--- src/rtl/tx_frame_streamer.sv ---
// Streams one Ethernet frame (header, payload from the TX byte buffer, optional zero pad) onto AXI-Stream.
// Optional feature: define MIN_FRAME_PAD_EN to zero-pad short payloads up to a 60-byte frame.
module tx_frame_streamer #(
  parameter logic [47:0] DEST_MAC   = 48'hFF_FF_FF_FF_FF_FF,
  parameter logic [47:0] SRC_MAC    = 48'h5A_01_02_03_04_05,
  parameter int          GAP_CYCLES = 12,
  parameter int          LEN_W      = 11
) (
  input  logic             clk,
  input  logic             rst,
  input  logic             start,
  input  logic [LEN_W-1:0] payload_len,
  output logic             busy,
  output logic             frame_done,
  output logic             len_err,
  input  logic             btx_empty,
  input  logic [7:0]       btx_data,
  output logic             btx_rd_en,
  output logic [7:0]       tx_axis_tdata,
  output logic             tx_axis_tvalid,
  output logic             tx_axis_tlast,
  input  logic             tx_axis_tready
);

  localparam int               MAX_LEN = 1500;
  localparam int               GAP_W   = (GAP_CYCLES > 1) ? $clog2(GAP_CYCLES) : 1;
  localparam logic [LEN_W-1:0] LEN_ONE = LEN_W'(1);
`ifdef MIN_FRAME_PAD_EN
  localparam int               MIN_PAY = 46;
`endif

  typedef enum logic [2:0] {
    S_IDLE,
    S_HDR,
    S_PAY,
    S_GAP
`ifdef MIN_FRAME_PAD_EN
    , S_PAD
`endif
  } state_t;

  state_t           r_state;
  state_t           w_state_nxt;
  logic [LEN_W-1:0] r_len;
  logic [LEN_W-1:0] r_pay_cnt;
  logic [LEN_W-1:0] r_req_cnt;
  logic [3:0]       r_hdr_idx;
  logic [GAP_W-1:0] r_gap_cnt;
  logic [7:0]       r_fifo0;
  logic [7:0]       r_fifo1;
  logic [1:0]       r_fcnt;
  logic             r_inflight;
  logic [7:0]       r_tdata;
  logic             r_tvalid;
  logic             r_tlast;
  logic             r_frame_done;
  logic             r_len_err;

  logic             w_adv;
  logic             w_hs;
  logic             w_ld;
  logic [7:0]       w_ld_data;
  logic             w_ld_last;
  logic             w_pop;
  logic             w_accept;
  logic             w_reject;
  logic             w_len_ok;
  logic             w_last_pay;
  logic             w_fetch;
  logic [1:0]       w_held_after;
  logic [15:0]      w_len16;
`ifdef MIN_FRAME_PAD_EN
  logic [LEN_W-1:0] r_pad_cnt;
  logic [LEN_W-1:0] w_pad_total;
  logic             w_pad_need;
`endif

  // Header byte idx of {DA, SA, length}, most significant byte first.
  function automatic logic [7:0] hdr_byte(input logic [3:0] idx, input logic [15:0] len16);
    logic [111:0] v;
    v = {DEST_MAC, SRC_MAC, len16} >> (7'd8 * (7'd13 - 7'(idx)));
    return v[7:0];
  endfunction

  assign w_adv      = !r_tvalid || tx_axis_tready;
  assign w_hs       = r_tvalid && tx_axis_tready;
  assign w_len_ok   = (payload_len != '0) && (32'(payload_len) <= 32'(MAX_LEN));
  assign w_last_pay = (r_pay_cnt == r_len - LEN_ONE);
  assign w_len16    = 16'(r_len);
`ifdef MIN_FRAME_PAD_EN
  assign w_pad_need  = (32'(r_len) < 32'(MIN_PAY));
  assign w_pad_total = LEN_W'(MIN_PAY) - r_len;
`endif

  // Held counts prefetch entries still occupied after this cycle's pop,
  // so in_flight + held never exceeds the two FIFO slots.
  assign w_fetch      = (r_state == S_HDR) || (r_state == S_PAY);
  assign w_held_after = r_fcnt - {1'b0, w_pop};
  assign btx_rd_en    = !rst && w_fetch && !btx_empty && (r_req_cnt < r_len) &&
                        (({1'b0, r_inflight} + w_held_after) < 2'd2);

  assign busy           = (r_state != S_IDLE);
  assign frame_done     = r_frame_done;
  assign len_err        = r_len_err;
  assign tx_axis_tdata  = r_tdata;
  assign tx_axis_tvalid = r_tvalid;
  assign tx_axis_tlast  = r_tlast;

  always_ff @(posedge clk) begin
    if (rst) r_state <= S_IDLE;
    else     r_state <= w_state_nxt;
  end

  always_comb begin
    w_state_nxt = r_state;
    w_ld        = 1'b0;
    w_ld_data   = 8'h00;
    w_ld_last   = 1'b0;
    w_pop       = 1'b0;
    w_accept    = 1'b0;
    w_reject    = 1'b0;
    case (r_state)
      S_IDLE: begin
        if (start) begin
          if (w_len_ok) begin
            w_accept    = 1'b1;
            w_ld        = 1'b1;
            w_ld_data   = hdr_byte(4'd0, 16'h0000);
            w_state_nxt = S_HDR;
          end else begin
            w_reject = 1'b1;
          end
        end
      end
      S_HDR: begin
        if (w_adv) begin
          w_ld      = 1'b1;
          w_ld_data = hdr_byte(r_hdr_idx, w_len16);
          if (r_hdr_idx == 4'd13) w_state_nxt = S_PAY;
        end
      end
      S_PAY: begin
        if (w_hs && r_tlast) begin
          w_state_nxt = S_GAP;
        end else if (w_adv && (r_fcnt != 2'd0) && (r_pay_cnt != r_len)) begin
          w_ld      = 1'b1;
          w_pop     = 1'b1;
          w_ld_data = r_fifo0;
`ifdef MIN_FRAME_PAD_EN
          if (w_last_pay && w_pad_need) w_state_nxt = S_PAD;
          else                          w_ld_last   = w_last_pay;
`else
          w_ld_last = w_last_pay;
`endif
        end
      end
`ifdef MIN_FRAME_PAD_EN
      S_PAD: begin
        if (w_hs && r_tlast) begin
          w_state_nxt = S_GAP;
        end else if (w_adv && (r_pad_cnt != w_pad_total)) begin
          w_ld      = 1'b1;
          w_ld_data = 8'h00;
          w_ld_last = (r_pad_cnt == w_pad_total - LEN_ONE);
        end
      end
`endif
      S_GAP: begin
        if (r_gap_cnt == GAP_W'(GAP_CYCLES - 1)) w_state_nxt = S_IDLE;
      end
      default: w_state_nxt = S_IDLE;
    endcase
  end

  always_ff @(posedge clk) begin
    if (rst) begin
      r_len     <= '0;
      r_hdr_idx <= '0;
      r_pay_cnt <= '0;
      r_req_cnt <= '0;
      r_gap_cnt <= '0;
    end else begin
      if (w_accept) begin
        r_len     <= payload_len;
        r_hdr_idx <= 4'd1;
        r_pay_cnt <= '0;
        r_req_cnt <= '0;
      end else begin
        if ((r_state == S_HDR) && w_ld) r_hdr_idx <= r_hdr_idx + 4'd1;
        if (w_pop)                      r_pay_cnt <= r_pay_cnt + LEN_ONE;
        if (btx_rd_en)                  r_req_cnt <= r_req_cnt + LEN_ONE;
      end
      r_gap_cnt <= (r_state == S_GAP) ? r_gap_cnt + GAP_W'(1) : '0;
    end
  end

`ifdef MIN_FRAME_PAD_EN
  always_ff @(posedge clk) begin
    if (rst || w_accept)            r_pad_cnt <= '0;
    else if ((r_state == S_PAD) && w_ld) r_pad_cnt <= r_pad_cnt + LEN_ONE;
  end
`endif

  // Prefetch FIFO: buffer data lands one cycle after the pop request.
  always_ff @(posedge clk) begin
    if (rst) begin
      r_fifo0    <= '0;
      r_fifo1    <= '0;
      r_fcnt     <= '0;
      r_inflight <= 1'b0;
    end else begin
      case ({r_inflight, w_pop})
        2'b10: begin
          if (r_fcnt == 2'd0) r_fifo0 <= btx_data;
          else                r_fifo1 <= btx_data;
          r_fcnt <= r_fcnt + 2'd1;
        end
        2'b01: begin
          r_fifo0 <= r_fifo1;
          r_fcnt  <= r_fcnt - 2'd1;
        end
        2'b11: begin
          if (r_fcnt == 2'd1) begin
            r_fifo0 <= btx_data;
          end else begin
            r_fifo0 <= r_fifo1;
            r_fifo1 <= btx_data;
          end
        end
        default: ;
      endcase
      r_inflight <= btx_rd_en;
    end
  end

  // Output register: holds its beat until the MAC accepts it.
  always_ff @(posedge clk) begin
    if (rst) begin
      r_tdata      <= '0;
      r_tvalid     <= 1'b0;
      r_tlast      <= 1'b0;
      r_frame_done <= 1'b0;
      r_len_err    <= 1'b0;
    end else begin
      if (w_adv) begin
        r_tvalid <= w_ld;
        r_tlast  <= w_ld_last;
        if (w_ld) r_tdata <= w_ld_data;
      end
      r_frame_done <= w_hs && r_tlast;
      r_len_err    <= w_reject;
    end
  end

endmodule
--- config.mk ---
export PLATFORM = sky130hd
export DESIGN_NAME = tx_frame_streamer
export DESIGN_NICKNAME = d
export VERILOG_FILES = /design/src/rtl/tx_frame_streamer.sv
export SDC_FILE = /design/constraint.sdc
export NUM_CORES = 1
export LEC_CHECK = 0
export ABC_AREA = 1
export CAP_MARGIN = 20
export CELL_PAD_IN_SITES_DETAIL_PLACEMENT = 1
export CELL_PAD_IN_SITES_GLOBAL_PLACEMENT = 2
export CORE_MARGIN = 4
export CORE_UTILIZATION = 25
export CTS_CLUSTER_SIZE = 14
export DETAILED_ROUTE_END_ITERATION = 8
export PLACE_DENSITY_LB_ADDON = 0.1
export SLEW_MARGIN = 10
export SYNTH_ARGS = -nofsm -noshare
export SYNTH_HDL_FRONTEND = slang
export SYNTH_SLANG_ARGS = --single-unit
--- constraint.sdc ---
create_clock -name clk -period 9.2 [get_ports clk]
set_clock_uncertainty 0.05 [all_clocks]
set_input_delay 2.76 -clock clk [delete_from_list [all_inputs] [get_ports clk]]
set_output_delay 2.76 -clock clk [all_outputs]
set_load 0.03 [all_outputs]
==> impl_metrics.toml, run 1 <==
[run_status]
status = "finished clean"

[yosys]
synth_flop_cell = "dfxtp_1"
yosysTopAreaCellShare_pct = 32.5
synth_edf_count = 0
postSynthCellCount = 652
synthArstFlopShare_pct = 0
yosys_warnings = 0
yosys.area.top_type = "dfxtp_1"
synth_area_mm2 = 0.00455
ys_seq_elements = 74
synth.area.top_cells = "dfxtp_1 (33%), nand2_1 (11%), ha_1 (8.2%), a21oi_1 (7.6%), inv_1 (7.2%)"
synth_commonest_cells = "nand2_1 (128), inv_1 (87), dfxtp_1 (74), a21oi_1 (69), nor2_1 (53)"
syn_avg_cell_area_um2 = 6.98
ys_seq_area_share_pct = 32.5
ys_types = 46
post-synth-top-count-cell = "nand2_1"
synth_nets = 706

[worst_setup_path]
r2r-start = "r_fcnt[1]"
crit_path_end_kind = "output pin"
worst_setup_path_startpoint = "tx_axis_tready"
required_ps = 6390
critPathArrivalTime_ps = 5560
worstSetupStartpointType = "input port"
cp_max_fo = 14
crit_type = "in2out"

[global_routing]
grt_start_max_net_pins = 34
grt_overflow_total = 0
antenna_found_initial = 0
grt_usage_pct = 15.0
grt_pass1_wl_mm = 23.9
grt_pass1_vias = 4587

[power]
power_switching_uw = 536
peakVddDrop_mv = 0.0918
intPower_uw = 825
leakage_uw = 0.00233
p_sw_share_pct = 39.4
comb_power_share_pct = 38.9
p_per_area_mw_per_mm2 = 248
seqPwrFrac_pct = 30.7
clockPowerShare_pct = 30.4
p_total_uw = 1360

[run]
max_cap_violations = 0

[clock_network]
clock_latency_ps = 350
clock_sinks = 74
cts_root_buf = "clkbuf_16"
cts_setup_buffers = 0
clk_pin_slew_worst_paths_ps = 60
cts_tree = "built"
clock_path_buffers = 2
cts_inserted_buffers = 9
cts_max_level = 3
hold_buffers = 0
cts_resized = 0

[min_path]
holdCritPathClass = "reg2reg"
min-delay-start = "r_gap_cnt[0]"

[finish]
nets = 745
final-instance-count-excl-fill = 924
syn2layout_area_growth_pct = 20.8
drive_above_1_share_pct = 8.78
diodes = 0
design_area_mm2 = 0.00550
final.fill_count = 2222

[place]
post_dp_cell_area_mm2 = 0.00515
dp_hpwl_mm = 11.4
pre_cts_ws_ps = 810
dpl.cell_count = 908
gp_congestion = 0.808
io_buffers = 37

[sta]
hold_viol_final = 0
finalSetupViolations = 0
fmax_ghz = 0.119
timing.setup.tns_ps = 0
worstMarginPinSlew_ps = 1010
fin_crit_ps = 8370
finalCritPeriodShare_pct = 91.0
layout_setup_ws_ps = 827
slew_headroom_pct = 32.7
slew_viol_final = 0
rsz0062_at_grt = "false"

[floorplan]
die_h_um = 143
die-area_mm2 = 0.0204
num_rows = 49
core_area_mm2 = 0.0180
pin_count = 38
initial_core_util_pct = 25.3
fp.dieW_um = 143

[detailed_routing]
routed_wirelength_mm = 14.6
drc_errors = 0
num_vias = 4345
drt_pass1_iterations = 5
drt_iter0_drc = 157
wl_per_cell_um = 15.8
vias_per_cell = 4.70
postRouteAntennaNets = 0
-- power by group through the flow --
stage               clock network (uW)  registers (uW)  logic [uW]
detailed placement                   0             426         537
global route                       439             426         600
floorplan                            0             434         355
CTS                                430             419         539
global placement                     0             424         530
finish                             414             418         530
-- final timing paths --
path,to,slack [ps],cells after the start
worst min register to register,r_gap_cnt[0],400,1
worst min-delay path,r_gap_cnt[0],400,1
worst max register to register,r_req_cnt[0],6400,14
worst max-delay path,btx_rd_en,830,14
-- flip-flops by register name, summed over array words and instances, names as in the netlist --
register,flops
frame_done,1
len_err,1
r_fcnt,2
r_fifo0,8
r_fifo1,8
r_gap_cnt,4
r_hdr_idx,4
r_inflight,1
r_len,11
r_pay_cnt,11
r_req_cnt,11
r_state,2
tx_axis_tdata,8
tx_axis_tlast,1
tx_axis_tvalid,1
-- metal layers --
metal  GRT usage [%]  up-vias  wire length [um]
li1                -     2219                 -
met1            19.9     2065              7320
met2            24.8       40              6750
met3            2.51       21               300
met4            4.70        0               226
met5               0        -                 0
-- area by class of cell --
type / count / area (um^2) / area share [%]
flip-flops and latches: 74 / 1480 / 26.9
clock buffers: 9 / 225 / 4.10
inverters: 105 / 394 / 7.17
repair buffers: 45 / 430 / 7.83
well taps: 229 / 287 / 5.21
multi-input cells: 456 / 2570 / 46.7
clock inverters: 6 / 115 / 2.09
-- cells by family after synthesis --
family	after synthesis	synth area share, %
xor+xnor	22	4.23
fa+ha+maj	30	8.24
compound gates	141	16.9
simple gates	263	27.0
flops	74	32.5
buf+inv	122	11.1
-- critical path, cell delays in order --
cell and delay (ps):
clkdlybuf4s50_1 480, nor2_1 90, nor3_1 340, nand2_4 200, inv_2 190, ha_1 190
xor2_1 190, inv_1 60, nand2_1 50, nand2_1 50, clkinv_1 90, nand3_2 100
inv_2 100, clkdlybuf4s50_1 660
-- cells in the final DEF (no fill, tap or decap), types with 2 or more instances in the layout --
| cell | instances |
|---|---|
| clkdlybuf4s50_1 | 37 |
| o22ai_1 | 9 |
| o21ai_1 | 2 |
| xor2_1 | 12 |
| nor2_1 | 53 |
| inv_1 | 87 |
| bufinv_16 | 3 |
| ha_1 | 30 |
| nor4_1 | 5 |
| inv_2 | 17 |
| nand3_2 | 2 |
| nand2_2 | 6 |
| o221ai_1 | 6 |
| nand3b_1 | 3 |
| or2_2 | 2 |
| nor2_2 | 2 |
| nand3_1 | 19 |
| nor3_2 | 2 |
| dfxtp_1 | 74 |
| nand3_4 | 2 |
| o21ai_0 | 44 |
| xnor2_1 | 10 |
| nor3_1 | 12 |
| nor3b_2 | 2 |
| nand4_1 | 19 |
| clkbuf_16 | 9 |
| nand2_1 | 128 |
| buf_4 | 8 |
| a21oi_1 | 69 |
| nor3b_1 | 2 |
| o211ai_1 | 3 |
-- metrics by stage --
stage / util, % / hold WS (ps)
after floorplan: - / 368
after CTS: 30.6 / 405
final: 30.6 / 398
after global placement: 28.7 / 386
after global routing: 30.6 / 418
after detailed placement: 28.7 / 389
(Power assumes the default switching activity.)
==> run 2: changes to the inputs <==
--- a/config.mk
+++ b/config.mk
@@ -9,10 +9,12 @@
 export CAP_MARGIN = 20
 export CELL_PAD_IN_SITES_DETAIL_PLACEMENT = 1
 export CELL_PAD_IN_SITES_GLOBAL_PLACEMENT = 2
+export CORE_ASPECT_RATIO = 0.5
 export CORE_MARGIN = 4
-export CORE_UTILIZATION = 25
+export CORE_UTILIZATION = 36
 export CTS_CLUSTER_SIZE = 14
 export DETAILED_ROUTE_END_ITERATION = 8
+export GPL_TIMING_DRIVEN = 0
 export PLACE_DENSITY_LB_ADDON = 0.1
 export SLEW_MARGIN = 10
 export SYNTH_ARGS = -nofsm -noshare
==> run 2 against run 1 <==
Non-clock buffer count up 9. Final area down 1.3%. Global-route usage up 5.1 points. Core utilization up 14 points. Clock-buffer cell count up 1. Sequential cell count unchanged. Wire length down 3.6%. Clock power down 12%. Critical path type unchanged. Sequential share of layout area up 0.37 points. Largest cell class unchanged.
==> impl_metrics.toml, run 2 (same netlist as run 1, synthesis figures left out) <==
[place]
dpl.cell_count = 854
io_buffers = 37
gp_congestion = 0.860
dp_hpwl_mm = 11.1
post_dp_cell_area_mm2 = 0.00513

[detailed_routing]
drt_pass1_iterations = 4
drt_iter0_drc = 204
routed_wirelength_mm = 14.1
num_vias = 4389
drc_errors = 0
postRouteAntennaNets = 0
vias_per_cell = 5.04
wl_per_cell_um = 16.2

[global_routing]
grt_use_met2_pct = 32.4
grt_overflow_total = 0
busiest_layer = "met2"
grt_usage_pct = 20.1
grt_pass1_vias = 4539
use_met1_pct = 28.7
met3_usage_pct = 3.54
antenna_found_initial = 0
grt_pass1_wl_mm = 23.5
grt_start_max_net_pins = 14

[finish]
diodes = 0
nets = 754
design_area_mm2 = 0.00543
final_common_cell = "nand2_1"
reg_top3 = "r_len (11), r_pay_cnt (11), r_req_cnt (11)"
final_cell_mix = "nand2_1 (128), inv_1 (87), dfxtp_1 (74)"
drive_above_1_share_pct = 8.65
final-instance-count-excl-fill = 870
syn2layout_area_growth_pct = 19.2

[clock_network]
clk_pin_slew_worst_paths_ps = 60
cts_inserted_buffers = 9
clock_latency_ps = 340
hold_buffers = 0
cts_resized = 0
clock_sinks = 74
cts_tree = "built"
cts_root_buf = "clkbuf_16"
cts_setup_buffers = 0
clock_path_buffers = 2
cts_max_level = 3

[worst_setup_path]
path_cells = "clkdlybuf4s50_1 > nand3_1 > nand2_1 > nor3_1 > nand2_4 > buf_12 > buf_8 > ha_1 > nor2_1 > nand2_1 > nand2_1 > clkinv_1 > nand3_2 > inv_2 > clkdlybuf4s50_1"
critPathArrivalTime_ps = 6130
crit_type = "in2out"
crit_path_max_incr_delay_ps = 590
crit_path_end_kind = "output pin"
worstSetupStartpointType = "input port"
cpLargestDelayFamily = "buffers and inverters"
required_ps = 6390
cp_num_buf_inv = 6
cpMostUsedCell = "nand2_1"
crit_path_top_delay_cell = "clkdlybuf4s50_1"
cp_max_fo = 11

[run]
max_cap_violations = 0

[floorplan]
pin_count = 38
core_area_mm2 = 0.0121
die_h_um = 87.5
fp.dieW_um = 167
die-area_mm2 = 0.0146
num_rows = 28
initial_core_util_pct = 37.7

[power]
peakVddDrop_mv = 0.119
p_per_area_mw_per_mm2 = 243
leakage_uw = 0.00232

[sta]
hold_viol_final = 0
timing.setup.tns_ps = 0
fin_crit_ps = 8940
slew_headroom_pct = 51.7
finalCritPeriodShare_pct = 97.1
slew_viol_final = 0
rsz0062_at_grt = "false"
finalSetupViolations = 0
fmax_ghz = 0.112
worstMarginPinSlew_ps = 721

[run_status]
status = "finished clean"

[min_path]
holdCritPathClass = "reg2reg"
## run 2: metrics by stage
step	worst slack, ps	util (%)	total power (uW)	hold WS [ps]
final	262	44.9	1320	401
after detailed placement	257	42.4	961	398
after global placement	312	42.4	949	387
after global routing	73.3	44.9	1420	446
after floorplan	1860	-	789	368
after CTS	261	44.9	1330	409
## run 2: report_power, final
group	internal [uW]	switching, uW
combinational	190	348
sequential	376	38.8
clock	211	152
## run 2: layout make-up
type,count,area (um^2)
Fill cell,1555,6660
Multi-Input combinational cell,456,2570
Sequential cell,74,1480
Inverter,105,394
Timing Repair Buffer,37,370
Clock buffer,10,229
Tap cell,165,206
Buffer,17,111
Clock inverter,6,66.3
## run 2: worst paths after layout
check            endpoint            from  depth (start not counted)  slack (ps)
max             btx_rd_en  tx_axis_tready                         15         260
min          r_gap_cnt[0]    r_gap_cnt[0]                          1         400
max reg2reg  r_req_cnt[2]       r_fcnt[0]                         15        5940
min reg2reg  r_gap_cnt[0]    r_gap_cnt[0]                          1         400
## run 2: metal layers
metal	wire length, um	vias up
met5	0	-
met1	7390	2097
met3	425	6
li1	-	2234
met2	6210	52
met4	53	0
## run 2: worst register-to-register path, cell delays in order (launching register included)
cell and delay, ps:
dfxtp_1 340, inv_1 90, ha_1 250, nor3_1 400
nand2_4 160, buf_12 180, buf_8 150, ha_1 360
nor2_1 130, nand2_1 60, nand2_1 100, clkinv_1 300
nand3_2 230, buf_4 200, nand2_1 60, a21oi_1 140
